$ cat src/rtl/reg_bank_sb.sv
// NUM_REGS x DATA_W register file with R0 hardwired to zero, optional write-to-read bypass,
// a per-register pending scoreboard driving a RAW/WAW hazard stall, and a bypass-free debug port.
module reg_bank_sb #(
    parameter int DATA_W     = 32,
    parameter int ADDR_W     = 4,
    parameter int NUM_REGS   = 1 << ADDR_W,
    parameter int BYPASS     = 1,
    parameter int INIT_INDEX = 1
) (
    input  logic                clk,
    input  logic                reset,
    input  logic                wrReg,
    input  logic [ADDR_W-1:0]   rd,
    input  logic [DATA_W-1:0]   rdIn,
    input  logic [ADDR_W-1:0]   rs,
    input  logic [ADDR_W-1:0]   rt,
    input  logic                rsUse,
    input  logic                rtUse,
    output logic [DATA_W-1:0]   rsOut,
    output logic [DATA_W-1:0]   rtOut,
    input  logic                issueVld,
    input  logic [ADDR_W-1:0]   issueRd,
    output logic                stall,
    output logic [NUM_REGS-1:0] pendMask,
    input  logic [ADDR_W-1:0]   dbgAddr,
    output logic [DATA_W-1:0]   dbgOut
);

    logic [DATA_W-1:0]   regs [NUM_REGS];
    logic [NUM_REGS-1:0] pending;
    logic                wr_en;
    logic                issue_en;

    assign wr_en = wrReg && (rd != '0);

    function automatic logic [DATA_W-1:0] read_port(input logic [ADDR_W-1:0] addr);
        if (addr == '0)
            return '0;
        if (BYPASS != 0 && wr_en && rd == addr)
            return rdIn;
        return regs[addr];
    endfunction

    // A retiring write on the same edge already satisfies the consumer when forwarding is on.
    function automatic logic busy(input logic [ADDR_W-1:0] addr);
        return (addr != '0) && pending[addr] && !(BYPASS != 0 && wr_en && rd == addr);
    endfunction

    always_comb begin
        rsOut  = read_port(rs);
        rtOut  = read_port(rt);
        dbgOut = (dbgAddr == '0) ? '0 : regs[dbgAddr];
        stall  = (rsUse && busy(rs)) || (rtUse && busy(rt)) || (issueVld && busy(issueRd));
    end

    assign issue_en = issueVld && !stall && (issueRd != '0);
    assign pendMask = pending;

    // Set is applied after clear so a new producer supersedes the retiring one.
    always_ff @(posedge clk or posedge reset) begin
        if (reset) begin
            for (int unsigned i = 0; i < NUM_REGS; i++)
                regs[i] <= (INIT_INDEX != 0) ? DATA_W'(i) : '0;
            pending <= '0;
        end else begin
            if (wr_en) begin
                regs[rd]    <= rdIn;
                pending[rd] <= 1'b0;
            end
            if (issue_en)
                pending[issueRd] <= 1'b1;
        end
    end

endmodule

$ cat config.mk
export PLATFORM = sky130hd
export DESIGN_NAME = reg_bank_sb
export DESIGN_NICKNAME = d
export VERILOG_FILES = /design/src/rtl/reg_bank_sb.sv
export SDC_FILE = /design/constraint.sdc
export NUM_CORES = 1
export LEC_CHECK = 0
export CELL_PAD_IN_SITES_DETAIL_PLACEMENT = 1
export CELL_PAD_IN_SITES_GLOBAL_PLACEMENT = 2
export CORE_UTILIZATION = 48
export CTS_BUF_LIST = sky130_fd_sc_hd__clkbuf_16
export CTS_CLUSTER_SIZE = 8
export DETAILED_ROUTE_END_ITERATION = 12
export GPL_TIMING_DRIVEN = 0
export PLACE_DENSITY = 0.84
export SLEW_MARGIN = 20
export SYNTH_ARGS = -nofsm -noshare
export SYNTH_HDL_FRONTEND = slang
export SYNTH_SLANG_ARGS = --single-unit
$ cat constraint.sdc
create_clock -name clk -period 35.1 [get_ports clk]
set_clock_uncertainty 0.2 [all_clocks]
set_input_delay 7.02 -clock clk [delete_from_list [all_inputs] [get_ports clk]]
set_output_delay 7.02 -clock clk [all_outputs]
set_load 0.01 [all_outputs]
# Word level (Yosys, flattened, before mapping)
# Index checks and enable logic that the tools add are counted.
# op_classes
n_lt_le_gt_ge	11
n_eq_ne	3
muxes	39
n_bitwise	7
reduce_logical	31
# op_table
op	count
bitwise mux 512 bit	1
2-to-1 mux 32 bit	16
binary-select mux 32 bit (select 4 bit)	3
demux 32 bit (select 4 bit)	1
2-to-1 mux 16 bit	2
greater-or-equal comparator 5 bit (second input constant)	4
less-than comparator 4 x 5 -> 1 bit (second input constant)	4
NOT 4 -> 5 bit	4
logical AND 1 bit	18
AND 16 bit	1
NOT 16 bit	1
OR 16 bit	1
nonzero test 4 bit	4
binary-select mux 1 bit (select 4 bit)	3
equality test 4 bit	3
logical NOT 4 bit	3
2-to-1 mux 1 bit	11
demux 1 bit (select 4 bit)	2
greater-or-equal comparator 4 x 1 -> 1 bit (second input constant)	2
less-than comparator 5 x 1 -> 1 bit (second input constant)	1
logical NOT 1 bit	4
logical OR 1 bit	2
# totals
regBits	528
in_bits	58
wordCells	108

# Logic depth before layout (Yosys ltp)
# Gate-level depths: netlist (run 1).
# depth
depth_word	12
mapped_depth	9

# Least setup slack after synthesis (run 1)
# Ideal clock, no wire load.
# synth_path
path_kind	input-to-output
from	input dbgAddr[0]
to	output dbgOut[10]
t_arrival_ps	8710
required_time_ps	27880
path_slack_ps	19170
cell_stages	6
path_buffers	3
cell_sequence	buf_2 -> buf_2 -> buf_1 -> mux4_2 -> mux4_2 -> nor2b_1
# synth_between
elab_chain_len	5
elab_cells_between_ends	6
# synth_rtl
item	line	text
start, declared	25	input logic [ADDR_W-1:0] dbgAddr,
NOT 4 -> 5 bit (not written as such)	52	dbgOut = (dbgAddr == '0) ? '0 : regs[dbgAddr];
binary-select mux 32 bit (select 4 bit)	52	
2-to-1 mux 32 bit (not written as such) (2 in series)	52	
2-to-1 mux 32 bit *	52	
end, declared	26	output logic [DATA_W-1:0] dbgOut
# Mark *: on every way between the ends. The rest lies on a longest branch, timed or not. The select of a mux whose other input is x is not followed.

# Worst setup path in the final report (run 1)
# layout_path
from	input rs[3]
to	output rsOut[13]
# layout_between
elab_chain_len	6
elab_cells_between_ends	13
# layout_rtl
item	line	text
start, declared	15	input logic [ADDR_W-1:0] rs,
NOT 4 -> 5 bit (not written as such) / equality test 4 bit (equally long branches)	41, 39	
binary-select mux 32 bit (select 4 bit) / logical AND 1 bit (equally long branches)	41, 39	
2-to-1 mux 32 bit (not written as such) / 2-to-1 mux 1 bit (equally long branches) (2 in series)	41, 39	
2-to-1 mux 32 bit	41	return regs[addr];
2-to-1 mux 32 bit *	39	if (BYPASS != 0 && wr_en && rd == addr)
end, declared	19	output logic [DATA_W-1:0] rsOut,
# Marked as above.

==> impl_metrics.py, run 1 <==
metrics = {
    "setup_path": {
        "critical_path_arrival_ns": 11.14,
        "cp_max_fo": 10,
        "cp_data_required_time_ns": 27.88,
        "setup.worst_path.start_class": "input pin",
        "cp-end-kind": "primary output",
        "crit_type": "in2out",
    },
    "sta": {
        "holdWs_ns": 0.3077,
        "hold_viol": 0,
        "min_period_ns": 18.36,
        "fmax_ghz": 0.05448,
        "rsz0062_at_grt": "no",
        "slew-limit-headroom_pct": 16.20,
        "worst_pin_slew_ns": 1.257,
        "post-route-period-util_pct": 52.30,
        "setup_viol": 0,
        "slew_violations": 0,
        "setup_tns_ns": 0,
    },
    "logic_synthesis": {
        "netlist_area_sq_um": 33220,
        "ys_seq_area_share_pct": 39.89,
        "async_flop_share_pct": 100.0,
        "syn_area_per_cell_sq_um": 14.48,
        "synth.net_count": 2352,
        "syn_inst": 2294,
        "yosys.area.top_type": "dfrtp_1",
        "synth_area_leaders": "dfrtp_1, mux4_2, mux2_2",
        "ys_warn_count": 0,
        "synth_cell_type_count": 48,
        "yosysTopAreaCellShare_pct": 37.36,
        "synthFlopType": "dfrtp_1",
        "synth-edff-count": 0,
        "yosys_register_bits": 528,
    },
    "clock_tree": {
        "insertion_delay_ns": 0.63,
        "post_cts_buffers": 0,
        "htree_levels": 3,
        "post_cts_resized": 0,
        "path_clk_slew_ns": 0.05,
        "cts-root-buf": "clkbuf_16",
        "numCtsBuffers": 75,
        "ctsHoldBuffers": 0,
        "cts.sinks": 528,
        "cts_max_path_buffers": 3,
        "tritoncts": "yes",
    },
    "floorplanning": {
        "die_h_microns": 265.1,
        "num_rows": 96,
        "die_w_microns": 265.1,
        "die_area_sq_um": 70270,
        "start_util_pct": 48.44,
        "core_sq_um": 68590,
        "pin_count": 171,
    },
    "global_routing": {
        "grt_pass1_vias": 26420,
        "antenna_found_initial": 5,
        "grt.total_usage_pct": 39.27,
        "grt_pass1_wl_microns": 193900,
        "grt_max_degree": 102,
        "overflow": 0,
    },
    "finish": {
        "seq_area_sq_um": 13250,
        "drive_gt1_share_pct": 45.14,
        "final_nets": 2590,
        "fill_cells": 6527,
        "finalNonFillerCells": 3495,
        "area_growth_syn_to_layout_pct": 15.07,
        "multi_input_area_sq_um": 18700,
    },
    "route": {
        "drt_iter0_markers": 3085,
        "vias": 25190,
        "viasPerCell": 7.208,
        "wl_microns": 135800,
        "avgRoutedWirePerCell_microns": 38.84,
        "ant_nets": 0,
        "post-route-drc-count": 0,
        "drtPass1Iterations": 7,
    },
    "run": {
        "drv_cap": 0,
    },
    "status": {
        "outcome": "completed",
    },
    "hold_path": {
        "min_path_type": "reg2reg",
    },
    "pwr": {
        "power_density_nw_per_um2": 59.19,
        "irDropWorstVdd_mv": 0.03400,
        "leakage_nw": 15.49,
    },
    "placement": {
        "hpwl_microns": 90460,
        "placedCellCount": 3386,
        "gp_congestion": 0.9309,
        "portBuffers": 154,
    },
}
[metal layers]
metal	wire [microns]	track usage (%)	vias up
li1	-	-	9560
met1	51600	51.60	13590
met2	61570	58.58	1590
met3	13880	11.48	442
met4	8620	22.20	8
met5	81	0	-
[synthesized netlist by cell type (32+ instances only)]
cell type,number
nand2_1,78
clkbuf_1,133
o211a_1,32
a221oi_1,64
dfrtp_1,496
buf_2,113
o21ai_0,42
dfstp_2,32
mux2i_1,131
or3_1,34
a21oi_1,32
nor2_1,47
a22oi_1,33
mux2_2,482
nor2b_1,38
mux4_2,395
[cell usage in the layout, fill, tap and decap left out, types with 30 or more instances in the layout]
cell	count
dfrtp_1	496
mux2_2	482
mux4_2	395
clkdlybuf4s50_1	154
mux2i_1	131
clkbuf_1	121
buf_2	117
clkbuf_16	79
nand2_1	78
a221oi_1	64
nor2_1	47
o21ai_0	42
nor2b_1	38
or3_1	34
a22oi_1	33
a21oi_1	32
o211a_1	32
dfstp_2	32
inv_1	30
[registers in the layout, summed over array words and instances (netlist names)]
register,flops
regs,512
pendMask,16
[critical path, stage by stage]
cell             delay [ns]
clkdlybuf4s50_1        0.52
buf_2                  0.36
xnor2_1                0.17
nand4_1                0.52
nor2_2                 0.81
clkbuf_1               0.80
o211a_1                0.33
clkdlybuf4s50_1        0.58
[layout make-up]
cell class,count,area share [%]
Tap cell,931,3.047
Clock inverter,29,0.2978
Sequential cell,528,34.66
Inverter,4,0.05891
Antenna cell,1,0.006545
Multi-Input combinational cell,1480,48.90
Timing Repair Buffer,161,4.484
Buffer,282,3.371
Clock buffer,79,5.171
[path summary, 6_finish.rpt]
check / from / end / slack, ns / cells past startpoint
hold / removal: regs[494] / regs[494] / 0.31 / 1
max in group asynchronous: reset / regs[115] / 26.47 / 5
hold reg to reg: regs[494] / regs[494] / 0.31 / 1
setup / recovery: rs[3] / rsOut[13] / 16.74 / 8
min in group asynchronous: reset / pendMask[7] / 6.54 / 2
setup reg to reg: pendMask[9] / pendMask[14] / 32.78 / 6
[metrics by stage]
stage	utilization, %	setup slack, ns	total power [W]	instance area [sq um]
6_report	55.74	16.74	0.002263	38230
5_1_grt	55.74	16.83	0.002333	38230
4_1_cts	55.72	16.82	0.002249	38220
3_5_place_dp	52.68	16.81	0.001569	36130
3_3_place_gp	52.39	6.574	0.001526	35930
2_1_floorplan	-	13.18	0.001310	33220
[report_power, final]
| group | internal (W) | switching, W | total [W] |
|---|---|---|---|
| Clock | 0.000396 | 0.000286 | 0.000682 |
| Sequential | 0.000752 | 0.000145 | 0.000896 |
| Combinational | 0.000401 | 0.000284 | 0.000685 |
| Total | 0.00155 | 0.000714 | 0.00226 |
[logic make-up after synthesis]
| logic type | count (synthesis) | synth area share, % |
|---|---|---|
| buffers and inverters | 286 | 3.860 |
| and+or+nand+nor | 234 | 3.589 |
| DFF | 528 | 39.89 |
| xor gates and xnor gates | 12 | 0.3163 |
| muxes | 1008 | 47.06 |
| AOI/OAI and AO/OA | 226 | 5.287 |
Note: power is estimated with default switching activity, not from simulation.
==> run 2, diff against run 1 <==
- CORE_UTILIZATION: 48 -> 45
- PLACE_DENSITY: 0.84 -> 0.8
- clock period: 35.1 -> 17.4 ns (I/O delays scaled with it)
==> run 2 against run 1 <==
Effect of this change: combinational power grew 100%; via count hardly changed; register-to-register slack lost 18 ns; non-clock buffer count rose by 12; critical path depth unchanged; clock-buffer cell count is the same; die area up 6.6%; final cell count increased by 1.3%; clock power up 100%; first-iteration DRC count decreased by 13%; critical path type unchanged.
==> impl_metrics.py, run 2 (synthesized netlist as in run 1, its figures left out) <==
metrics = {
    "sta": {
        "holdWs_ns": 0.3119,
        "rsz0062_at_grt": "no",
        "post-route-period-util_pct": 66.42,
        "setup_tns_ns": 0,
        "min_period_ns": 11.56,
        "slew_violations": 0,
        "hold_viol": 0,
        "slew-limit-headroom_pct": 19.33,
        "fmax_ghz": 0.08653,
        "setup_viol": 0,
        "worst_pin_slew_ns": 1.210,
    },
    "setup_path": {
        "setup.worst_path.start_class": "input pin",
        "critical_path_arrival_ns": 7.88,
        "cp_data_required_time_ns": 13.72,
        "crit_type": "in2out",
        "cp-end-kind": "primary output",
        "cp_max_fo": 10,
    },
    "status": {
        "outcome": "completed",
    },
    "clock_tree": {
        "htree_levels": 3,
        "ctsHoldBuffers": 0,
        "cts_max_path_buffers": 3,
        "path_clk_slew_ns": 0.05,
        "post_cts_resized": 0,
        "insertion_delay_ns": 0.62,
        "tritoncts": "yes",
        "numCtsBuffers": 76,
        "cts.sinks": 528,
        "cts-root-buf": "clkbuf_16",
        "post_cts_buffers": 0,
    },
    "global_routing": {
        "grt_use_met2_pct": 57.40,
        "globalRouteMet1Util_pct": 48.74,
        "grt_pass1_vias": 26520,
        "grt.total_usage_pct": 37.65,
        "overflow": 0,
        "grt_pass1_wl_microns": 197600,
        "busiest_layer": "met2",
        "grt_max_degree": 36,
        "antenna_found_initial": 3,
        "grt_util_met3_pct": 10.41,
    },
    "floorplanning": {
        "pin_count": 171,
        "die_h_microns": 273.7,
        "start_util_pct": 45.54,
        "die_w_microns": 273.7,
        "num_rows": 99,
        "core_sq_um": 72960,
        "die_area_sq_um": 74920,
    },
    "route": {
        "ant_nets": 0,
        "viasPerCell": 7.112,
        "avgRoutedWirePerCell_microns": 39.19,
        "drt_iter0_markers": 2690,
        "post-route-drc-count": 0,
        "drtPass1Iterations": 7,
        "wl_microns": 138700,
        "vias": 25170,
    },
    "finish": {
        "final_cell_mix": "dfrtp_1, mux2_2, mux4_2",
        "largest_register": "regs",
        "area_growth_syn_to_layout_pct": 15.85,
        "fill_cells": 7043,
        "largest_reg_flops": 512,
        "drive_gt1_share_pct": 45.35,
        "finalNonFillerCells": 3539,
        "post-route-util_pct": 52.76,
        "layout_commonest_cell": "dfrtp_1",
        "final_nets": 2603,
        "finish.instance_area_sq_um": 38490,
    },
    "placement": {
        "portBuffers": 154,
        "placedCellCount": 3426,
        "detailed_place.area_sq_um": 36380,
        "hpwl_microns": 93550,
        "gp_congestion": 0.9219,
    },
    "run": {
        "drv_cap": 0,
    },
    "pwr": {
        "clock_power_share_pct": 30.0,
        "irDropWorstVdd_mv": 0.07426,
        "combPwrFrac_pct": 30.5,
        "power_density_nw_per_um2": 118.7,
        "intPower_w": 0.003130,
        "leakage_nw": 15.60,
        "p_sw_share_pct": 31.49,
        "sequentialPowerShare_pct": 39.5,
        "p_sw_w": 0.001439,
    },
    "hold_path": {
        "min_path_type": "reg2reg",
    },
}
[run 2: path summary, 6_finish.rpt]
path,slack [ns],depth (start not counted),endpoint,startpoint
min in group asynchronous,3.05,2,regs[62],reset
min reg2reg,0.31,1,regs[488],regs[488]
max in group asynchronous,12.44,7,regs[48],reset
min,0.31,1,regs[488],regs[488]
max reg2reg,15.10,6,pendMask[7],pendMask[8]
max,5.84,8,rsOut[11],rs[3]
[run 2: layer usage]
layer	up-vias	routed length, microns
met5	-	0
met4	0	8597
met3	412	13750
met2	1525	63560
met1	13650	52790
li1	9587	-
[run 2: metrics by stage]
| step | worst slack [ns] | total power (W) |
|---|---|---|
| after floorplan | 6.570 | 0.002643 |
| after global placement | 3.026 | 0.003088 |
| after detailed placement | 6.212 | 0.003182 |
| after CTS | 6.084 | 0.004551 |
| after global routing | 5.925 | 0.004717 |
| final | 5.843 | 0.004570 |
[run 2: power groups by stage]
stage               combinational, W  sequential [W]  clock [W]
CTS                          0.00138         0.00179    0.00138
global route                 0.00146         0.00184    0.00142
finish                       0.00139         0.00180    0.00137
floorplan                   0.000931         0.00171          0
global placement             0.00132         0.00176          0
detailed placement           0.00137         0.00181          0
[run 2: layout make-up]
cell class                      instances  area, sq um  area share (%)
Antenna cell                            2        5.005         0.01300
Buffer                                282         1287           3.345
Clock buffer                           79         1977           5.136
Clock inverter                         32        126.4          0.3283
Inverter                                4        18.77         0.04876
Multi-Input combinational cell       1480        18700           48.57
Sequential cell                       528        13250           34.43
Tap cell                              959         1200           3.117
Timing Repair Buffer                  173         1928           5.009
[run 2: worst max-delay path: stages]
cell and delay [ns]:
clkdlybuf4s50_1 0.51, buf_2 0.34, xnor2_1 0.17, nand4_1 0.64
nor2_2 0.92, clkbuf_1 0.84, o211a_1 0.38, clkdlybuf4s50_1 0.58
